<file path="config.mk">
export PLATFORM = sky130hd
export DESIGN_NAME = load_store_unit
export DESIGN_NICKNAME = d
export VERILOG_FILES = /design/src/rtl/load_store_unit.sv
export SDC_FILE = /design/constraint.sdc
export NUM_CORES = 1
export LEC_CHECK = 0
export ABC_CLOCK_PERIOD_IN_PS = 6970
export CORE_ASPECT_RATIO = 0.9
export CORE_MARGIN = 1.5
export CORE_UTILIZATION = 40
export CTS_CLUSTER_SIZE = 24
export DETAILED_ROUTE_END_ITERATION = 12
export PLACE_DENSITY_LB_ADDON = 0.08
export SLEW_MARGIN = 25
export SYNTH_ARGS = -nofsm -noshare
export SYNTH_HDL_FRONTEND = slang
export SYNTH_SLANG_ARGS = --single-unit
</file>
<file path="constraint.sdc">
create_clock -name clk -period 6.97 [get_ports clk]
set_input_delay 1.394 -clock clk [delete_from_list [all_inputs] [get_ports clk]]
set_output_delay 1.394 -clock clk [all_outputs]
set_load 0.02 [all_outputs]
</file>
<file path="src/rtl/load_store_unit.sv">
`default_nettype none
// ============================================================================
//  Module      : load_store_unit
//  Description : Core-side initiator for the internal RAM request/valid port.
//                Accepts one load/store, range/legality checks it, issues a
//                single enable pulse, waits for completion (with timeout) and
//                returns one extended response.
//                Optional build macro: MISALIGN_TRAP_EN (misaligned halfword /
//                word accesses become error responses instead of being issued).
//  Revision    : 1.0 - initial release
// ============================================================================
module load_store_unit #(
    parameter int MEM_BYTES   = 400,
    parameter int TIMEOUT_CYC = 16
) (
    input  logic        clk,
    input  logic        rst,
    input  logic        req_valid_i,
    output logic        req_ready_o,
    input  logic        req_we_i,
    input  logic [2:0]  req_funct3_i,
    input  logic [24:0] req_addr_i,
    input  logic [31:0] req_wdata_i,
    output logic        resp_valid_o,
    output logic        resp_err_o,
    output logic [31:0] resp_data_o,
    output logic        mem_enable_o,
    output logic        mem_we_o,
    output logic [1:0]  mem_oplen_o,
    output logic [24:0] mem_addr_o,
    output logic [31:0] mem_data_o,
    input  logic [31:0] mem_result_i,
    input  logic        mem_valid_i
);

    localparam logic [1:0] ST_IDLE  = 2'd0;
    localparam logic [1:0] ST_ISSUE = 2'd1;
    localparam logic [1:0] ST_WAIT  = 2'd2;

    localparam int                CNT_W       = $clog2(TIMEOUT_CYC + 1);
    localparam logic [CNT_W-1:0]  C_CNT_LAST  = CNT_W'(TIMEOUT_CYC - 1);
    localparam logic [25:0]       C_MEM_BYTES = 26'(MEM_BYTES);

    logic [1:0]       state_q, state_d;
    logic [CNT_W-1:0] cnt_q, cnt_d;

    logic             we_q;
    logic [2:0]       funct3_q;
    logic [1:0]       oplen_q;
    logic [24:0]      addr_q;
    logic [31:0]      wdata_q;

    logic             resp_valid_q, resp_valid_d;
    logic             resp_err_q, resp_err_d;
    logic [31:0]      resp_data_q, resp_data_d;

    logic             w_accept;
    logic [1:0]       w_oplen;
    logic [25:0]      w_end;
    logic             w_funct_ok;
    logic             w_range_ok;
    logic             w_misalign;
    logic             w_req_err;
    logic             w_timeout;
    logic [31:0]      w_load_ext;

    // Request decode: size, legality and 26-bit (non-wrapping) range check
    always_comb begin
        w_accept = req_valid_i && req_ready_o;
        case (req_funct3_i[1:0])
            2'b00:   w_oplen = 2'b00;
            2'b01:   w_oplen = 2'b01;
            default: w_oplen = 2'b11;
        endcase
        if (req_we_i)
            w_funct_ok = (req_funct3_i == 3'b000) || (req_funct3_i == 3'b001) ||
                         (req_funct3_i == 3'b010);
        else
            w_funct_ok = (req_funct3_i == 3'b000) || (req_funct3_i == 3'b001) ||
                         (req_funct3_i == 3'b010) || (req_funct3_i == 3'b100) ||
                         (req_funct3_i == 3'b101);
        w_end      = {1'b0, req_addr_i} + {24'd0, w_oplen} + 26'd1;
        w_range_ok = (w_end <= C_MEM_BYTES);
`ifdef MISALIGN_TRAP_EN
        w_misalign = ((req_funct3_i[1:0] == 2'b01) && req_addr_i[0]) ||
                     ((req_funct3_i[1:0] == 2'b10) && (req_addr_i[1:0] != 2'b00));
`else
        w_misalign = 1'b0;
`endif
        w_req_err  = !w_funct_ok || !w_range_ok || w_misalign;
        w_timeout  = (state_q == ST_WAIT) && !mem_valid_i && (cnt_q == C_CNT_LAST);
    end

    // Load data extension selected by the captured funct3
    always_comb begin
        case (funct3_q)
            3'b000:  w_load_ext = {{24{mem_result_i[7]}},  mem_result_i[7:0]};
            3'b001:  w_load_ext = {{16{mem_result_i[15]}}, mem_result_i[15:0]};
            3'b100:  w_load_ext = {24'd0, mem_result_i[7:0]};
            3'b101:  w_load_ext = {16'd0, mem_result_i[15:0]};
            default: w_load_ext = mem_result_i;
        endcase
    end

    // FSM state register
    always_ff @(posedge clk or posedge rst) begin
        if (rst) state_q <= ST_IDLE;
        else     state_q <= state_d;
    end

    // FSM next-state logic; illegal requests never leave IDLE
    always_comb begin
        state_d = state_q;
        case (state_q)
            ST_IDLE:  if (w_accept && !w_req_err) state_d = ST_ISSUE;
            ST_ISSUE: state_d = ST_WAIT;
            ST_WAIT:  if (mem_valid_i || w_timeout) state_d = ST_IDLE;
            default:  state_d = ST_IDLE;
        endcase
    end

    // FSM outputs: ready only in IDLE, enable exactly for the ISSUE cycle
    always_comb begin
        req_ready_o  = (state_q == ST_IDLE);
        mem_enable_o = (state_q == ST_ISSUE);
    end

    // Response and timeout-counter next values
    always_comb begin
        resp_valid_d = 1'b0;
        resp_err_d   = 1'b0;
        resp_data_d  = resp_data_q;
        cnt_d        = cnt_q;
        case (state_q)
            ST_IDLE: begin
                if (w_accept && w_req_err) begin
                    resp_valid_d = 1'b1;
                    resp_err_d   = 1'b1;
                    resp_data_d  = 32'd0;
                end
            end
            ST_ISSUE: cnt_d = '0;
            ST_WAIT: begin
                if (mem_valid_i) begin
                    resp_valid_d = 1'b1;
                    resp_data_d  = we_q ? 32'd0 : w_load_ext;
                end else begin
                    cnt_d = cnt_q + CNT_W'(1);
                    if (w_timeout) begin
                        resp_valid_d = 1'b1;
                        resp_err_d   = 1'b1;
                        resp_data_d  = 32'd0;
                    end
                end
            end
            default: ;
        endcase
    end

    // Request capture (legal requests only) and response registers
    always_ff @(posedge clk or posedge rst) begin
        if (rst) begin
            we_q         <= 1'b0;
            funct3_q     <= 3'd0;
            oplen_q      <= 2'd0;
            addr_q       <= 25'd0;
            wdata_q      <= 32'd0;
            cnt_q        <= '0;
            resp_valid_q <= 1'b0;
            resp_err_q   <= 1'b0;
            resp_data_q  <= 32'd0;
        end else begin
            if (w_accept && !w_req_err) begin
                we_q     <= req_we_i;
                funct3_q <= req_funct3_i;
                oplen_q  <= w_oplen;
                addr_q   <= req_addr_i;
                wdata_q  <= req_wdata_i;
            end
            cnt_q        <= cnt_d;
            resp_valid_q <= resp_valid_d;
            resp_err_q   <= resp_err_d;
            resp_data_q  <= resp_data_d;
        end
    end

    assign mem_we_o     = we_q;
    assign mem_oplen_o  = oplen_q;
    assign mem_addr_o   = addr_q;
    assign mem_data_o   = wdata_q;
    assign resp_valid_o = resp_valid_q;
    assign resp_err_o   = resp_err_q;
    assign resp_data_o  = resp_data_q;

endmodule
`default_nettype wire

</file>
After elaboration in Yosys (flattened, before gate mapping)
Cells that the tools add are included.

word-level totals
  bits in registers = 104
  latch bits = 0
  RAM bits = 0
  ROM bits = 0
  bits of input ports = 97
  output and inout bits = 96
  word-level logic and storage cells = 73
  memories kept = 0

operators by class
  add/subtract/negate cells = 3
  multiply operators = 0
  div/mod/pow operators = 0
  magnitude comparators = 1
  equal/unequal tests = 16
  shift operators = 0
  mux-type cells = 19
  bitwise gates (word level) = 0
  reductions and logical operators = 24

operators by type and width
  kind                                                                     number
  32-bit two-way mux                                                       4
  32-bit case mux with 4 select lines                                      1
  32-bit case mux with 2 select lines                                      1
  25-bit by 2-bit adder with 26-bit output                                 1
  26-bit by 1-bit adder with 26-bit output (second input constant)         1
  26-bit by 9-bit <= comparator with 1-bit output (second input constant)  1
  3-bit == test (second input constant)                                    4
  5-bit case mux with 2 select lines                                       1
  3-bit by 1-bit == test with 1-bit output (second input constant)         2
  3-bit logical NOT                                                        2
  1-bit logical OR                                                         6
  2-bit by 1-bit != test with 1-bit output (second input constant)         3
  2-bit case mux with 3 select lines                                       1
  5-bit by 1-bit adder with 5-bit output (second input constant)           1
  5-bit by 4-bit == test with 1-bit output (second input constant)         1
  1-bit logical AND                                                        5
  1-bit two-way mux                                                        5
  5-bit two-way mux                                                        1
  2-bit by 1-bit == test with 1-bit output (second input constant)         2
  1-bit logical NOT                                                        4
  2-bit logical NOT                                                        2
  2-bit two-way mux                                                        2
  1-bit case mux with 2 select lines                                       2
  2-bit case mux with 2 select lines                                       1
  other kinds (7)                                                          9

Logic depth before layout (Yosys ltp)
  depth in word-level cells = 12
  mapped depth = 9
  gate-level depth less buffers = 8

Worst setup path after synthesis
OpenSTA, ideal clock, no wires.

  kind = in2reg
  start = input port req_funct3_i[0]
  end = register wdata_q[0] (netlist: mem_data_o[0])
  library setup time = 0.125 ns
  data arrival time = 3.575 ns
  required time = 6.845 ns
  path slack = 3.270 ns
  stages on the path = 9
  path buffers = 1
  cells stage by stage = nor2_1 ha_1 or4b_1 a2111oi_0 a21oi_1 a41oi_2 nand4_4 buf_2 mux2_4

on the way
  longest elaborated chain between the ends = 10
  elaborated cells between the ends (all ways) = 21
  those cells by class = 2 x add/sub; 1 x order compare; 5 x eq/ne; 2 x mux; 11 x reduce/logical

ends and longest elaborated chain
  item                                                                              RTL line  text
  from (decl)                                                                       21        input logic [2:0] req_funct3_i,
  branches (longest 7 deep; another with 25-bit by 2-bit adder with 26-bit output)  --
  1-bit logical OR *                                                                90        w_req_err = !w_funct_ok || !w_range_ok || w_misalign;
  1-bit logical NOT *                                                               173       if (w_accept && !w_req_err) begin
  1-bit logical AND *                                                               173
  to (signal assigned)                                                              178       wdata_q <= req_wdata_i;
  to (decl)                                                                         51        logic [31:0] wdata_q;

Mark *: on every way between the ends.
A chain may end at the register's enable or synchronous reset.

Worst setup path after layout
  start = input port req_funct3_i[1]
  end = register wdata_q[3] (netlist: mem_data_o[3])

The elaborated chain is that of the path after synthesis.

==> results by group <==
Floorplanning
  – Die height: 107.1 um
  – I/O pins: 193
  – Die X: 118.7 um
  – Core Area: approximately 0.012 mm2
  – Row Count: 37
  – Die area: 0.01271 mm2
  – Initial Utilization: 41.61%

Power and ir drop
  – Register share of total power: 47.3%
  – Sw Share: approximately 20%
  – LEAKAGE: 3.180 nW
  – Int Power: around 0.001 W
  – Worst vdd ir: between 0.0001 and 0.00015 V
  – Comb power frac: 7.2%
  – Clock power frac: 45.5%
  – Cell Pwr Density: 177.1 mW/mm2
  – Sw power: 0.0002550 W

STA
  – RSZ-0062 raised after global routing: no
  – Period utilization: 64.44%
  – Slew Viols, Final: 0
  – Setup Skew: 0.008689 ns
  – Crit path time final: 4.492 ns
  – Setup TNS: 0 ns
  – Worst-Margin Slew: 0.8715 ns
  – Hold WS: 0.4849 ns
  – Fin. Hold Viols: 0
  – Fmax achieved: 222.6 MHz
  – Relative slew slack: 41.90%
  – Final setup fails: 0

Cells and area
  – Antenna Cells: 0
  – Area delta synth->final: 49.62%
  – Fraction of layout instances using a drive strength above 1: 11.61%
  – # nets final: 699

CTS
  – Clk_lat worst skew: roughly 0.35 ns
  – Post_cts resized: 0
  – Clock Path Buffers: 2
  – Hold Buf Count CTS: 0
  – CTS Sinks: 104
  – TritonCTS buffer count: 9
  – Max H-tree Level: 3
  – Post-CTS setup buffer count: 0
  – CTS root buf: clkbuf_16
  – Clock Pin Slew Worst Setup and Hold Paths: 0.07 ns
  – CTS tree: yes

Synth
  – Synth Instances: 412
  – Syn nets: 513
  – Yosys warnings: 0
  – Ys async rst share: 100.0%
  – Unique masters post-synth: 42
  – Sequential-to-total area share from yosys stat: 54.04%
  – Yosys reg bits: 104
  – Area leader, netlist: dfrtp_1
  – Area share of the largest cell type after synthesis: 54.04%
  – Leading post-synthesis cells by cell area: dfrtp_1 (54%), mux2_4 (12%), o21ai_0 (5.0%)
  – Synthesized area: just under 0.005 mm2
  – Synth cell count leaders: dfrtp_1 (104), o21ai_0 (48), mux2_4 (39), inv_1 (37), a22oi_1 (24)
  – Number of synthesized flops with an enable pin: 0
  – Syn_area_per_cell: 11.69 um2
  – Top FF cell, synth: dfrtp_1
  – Most common cell in the netlist: dfrtp_1

Min path
  – Hold path startpoint: mem_addr_o[21]
  – Worst hold path class: flop to flop

Setup path
  – Critical path, cell by cell: clkdlybuf4s50_1 > ha_1 > or4b_1 > a2111oi_0 > a21oi_1 > a41oi_2 > nand4_4 > buf_4 > mux2_1
  – CP max FO: 53
  – WP data arrival: approximately 4.7 ns
  – CP Launch Type: input port
  – WP data required: between 7 and 8 ns
  – CP delay by family, top: buffers and inverters
  – Critical Path Source: req_funct3_i[1]
  – Crit Path Class: input port to flop
  – Critical Path End Type: flop
  – Worst path max stage delay: 0.52 ns
  – Worst path bufs/invs: 2
  – Slowest CP cell: clkdlybuf4s50_1
  – R2R Path Start: state_q[1]

Route
  – DRT iter0 DRCs: 159
  – Vias per Instance: 4.982
  – Avg WL per Cell: 15.86 um
  – DR DRC count: 0
  – Final ANT Viol Nets: 0
  – Drt pass-1 iters: 4
  – Vias: 3781
  – Post-Route WL: 12030 um

Global route
  – All-Layer GR Usage: between 10% and 20%
  – Initial antenna violation count: 0
  – Vias in the first global route: 3572
  – Residual overflow from global routing: 0
  – Pin count of the biggest net entering global routing: 57
  – First-pass GRT wire length: 19140 um

Placement
  – Port Buf Inserts: about 190
  – HPWL Detailed: 8538 um
  – Placer Congestion: 0.7491

Run status
  – Status: finished, final reports clean

Job
  – Max cap viols: 0
routing by layer:
| layer | GRT usage (%) | up-vias | part of all wire (%) |
|---|---|---|---|
| met5 | 0 | - | 0 |
| met1 | 26.17 | 1830 | 45 |
| met3 | 4.202 | 13 | 5.5 |
| met2 | 30.81 | 134 | 48 |
| li1 | - | 1804 | - |
| met4 | 6.799 | 0 | 1.5 |
worst paths after layout:
| kind | to | slack (ns) | depth (start not counted) |
|---|---|---|---|
| setup / recovery | mem_data_o[3] | 2.48 | 9 |
| hold / removal | mem_addr_o[21] | 0.48 | 1 |
| setup reg to reg | mem_oplen_o[1] | 4.60 | 5 |
| hold reg to reg | mem_addr_o[21] | 0.48 | 1 |
| max in group asynchronous | resp_data_o[0] | 4.36 | 3 |
| min in group asynchronous | mem_data_o[19] | 1.49 | 2 |
cell type report:
cell class	count	area (um2)
fill	958	4368
sequential	104	2603
multi-input combinational	250	1968
timing repair buffer	196	1952
clock buffer	11	242.7
tap	156	195.2
inverter	37	141.4
clock inverter	5	103.9
power groups by stage:
stage | clock [W] | combinational, W | sequential, W
3_3_place_gp | 0 | 0.0000911 | 0.000616
4_1_cts | 0.000594 | 0.0000930 | 0.000604
6_report | 0.000580 | 0.0000916 | 0.000604
2_1_floorplan | 0 | 0.0000244 | 0.000617
5_1_grt | 0.000619 | 0.0000994 | 0.000604
3_5_place_dp | 0 | 0.0000924 | 0.000616
logic make-up after synthesis:
logic type	count (synthesis)	synth area share, %
multiplexers	54	15.48
buffers and inverters	58	5.170
AO/OA/AOI/OAI	104	13.07
adder cells (fa/ha/maj)	4	1.039
flip-flops	104	54.04
AND/OR/NAND/NOR	88	11.20
sequential cells by signal, summed over array words and instances (netlist names):
name          flops
resp_data_o      32
funct3_q          3
resp_err_o        1
mem_oplen_o       2
state_q           2
mem_we_o          1
mem_data_o       32
mem_addr_o       25
cnt_q             5
resp_valid_o      1
per-stage QoR:
stage / util (%) / setup WS (ns) / total power [W] / std cells / cell area [um2]
2_1_floorplan: - / 2.844 / 0.0006410 / 412 / 4816
3_3_place_gp: 59.23 / 2.242 / 0.0007067 / 743 / 6855
3_5_place_dp: 59.26 / 2.088 / 0.0007080 / 743 / 6859
4_1_cts: 62.26 / 2.453 / 0.001291 / 759 / 7206
5_1_grt: 62.26 / 2.287 / 0.001322 / 759 / 7206
6_report: 62.26 / 2.478 / 0.001276 / 759 / 7206
cell usage in the layout (no fill, tap or decap), types with 2 or more instances in the layout:
cell type        netlist  layout
nand4_1                2       2
mux2_2                 4       4
and3_1                 5       5
nand2b_1              18      18
o2111ai_1              3       3
a22oi_1               24      24
nor2b_1                8       8
mux2_4                39      39
buf_4                  0       4
nand2_1               11      11
bufinv_16              0       3
inv_1                 37      36
clkbuf_16              0       9
mux2i_1                7       7
nand3_1                2       2
nor3_1                 4       4
o211ai_1               3       3
o21ai_0               48      48
dfrtp_1              104     104
and2_1                16      16
mux2_1                 4       4
clkdlybuf4s50_1        0     192
ha_1                   4       4
nor2_1                10       9
a21oi_1               19      19
and4_1                 2       2
worst register-to-register path: stages, from the launching register on:
cell,delay [ns]
dfrtp_1,0.62
nand2b_1,0.22
nor2_1,0.10
nand4_4,0.18
buf_4,0.68
mux2_2,0.46
No activity file was read; power rests on OpenSTA's default activity.
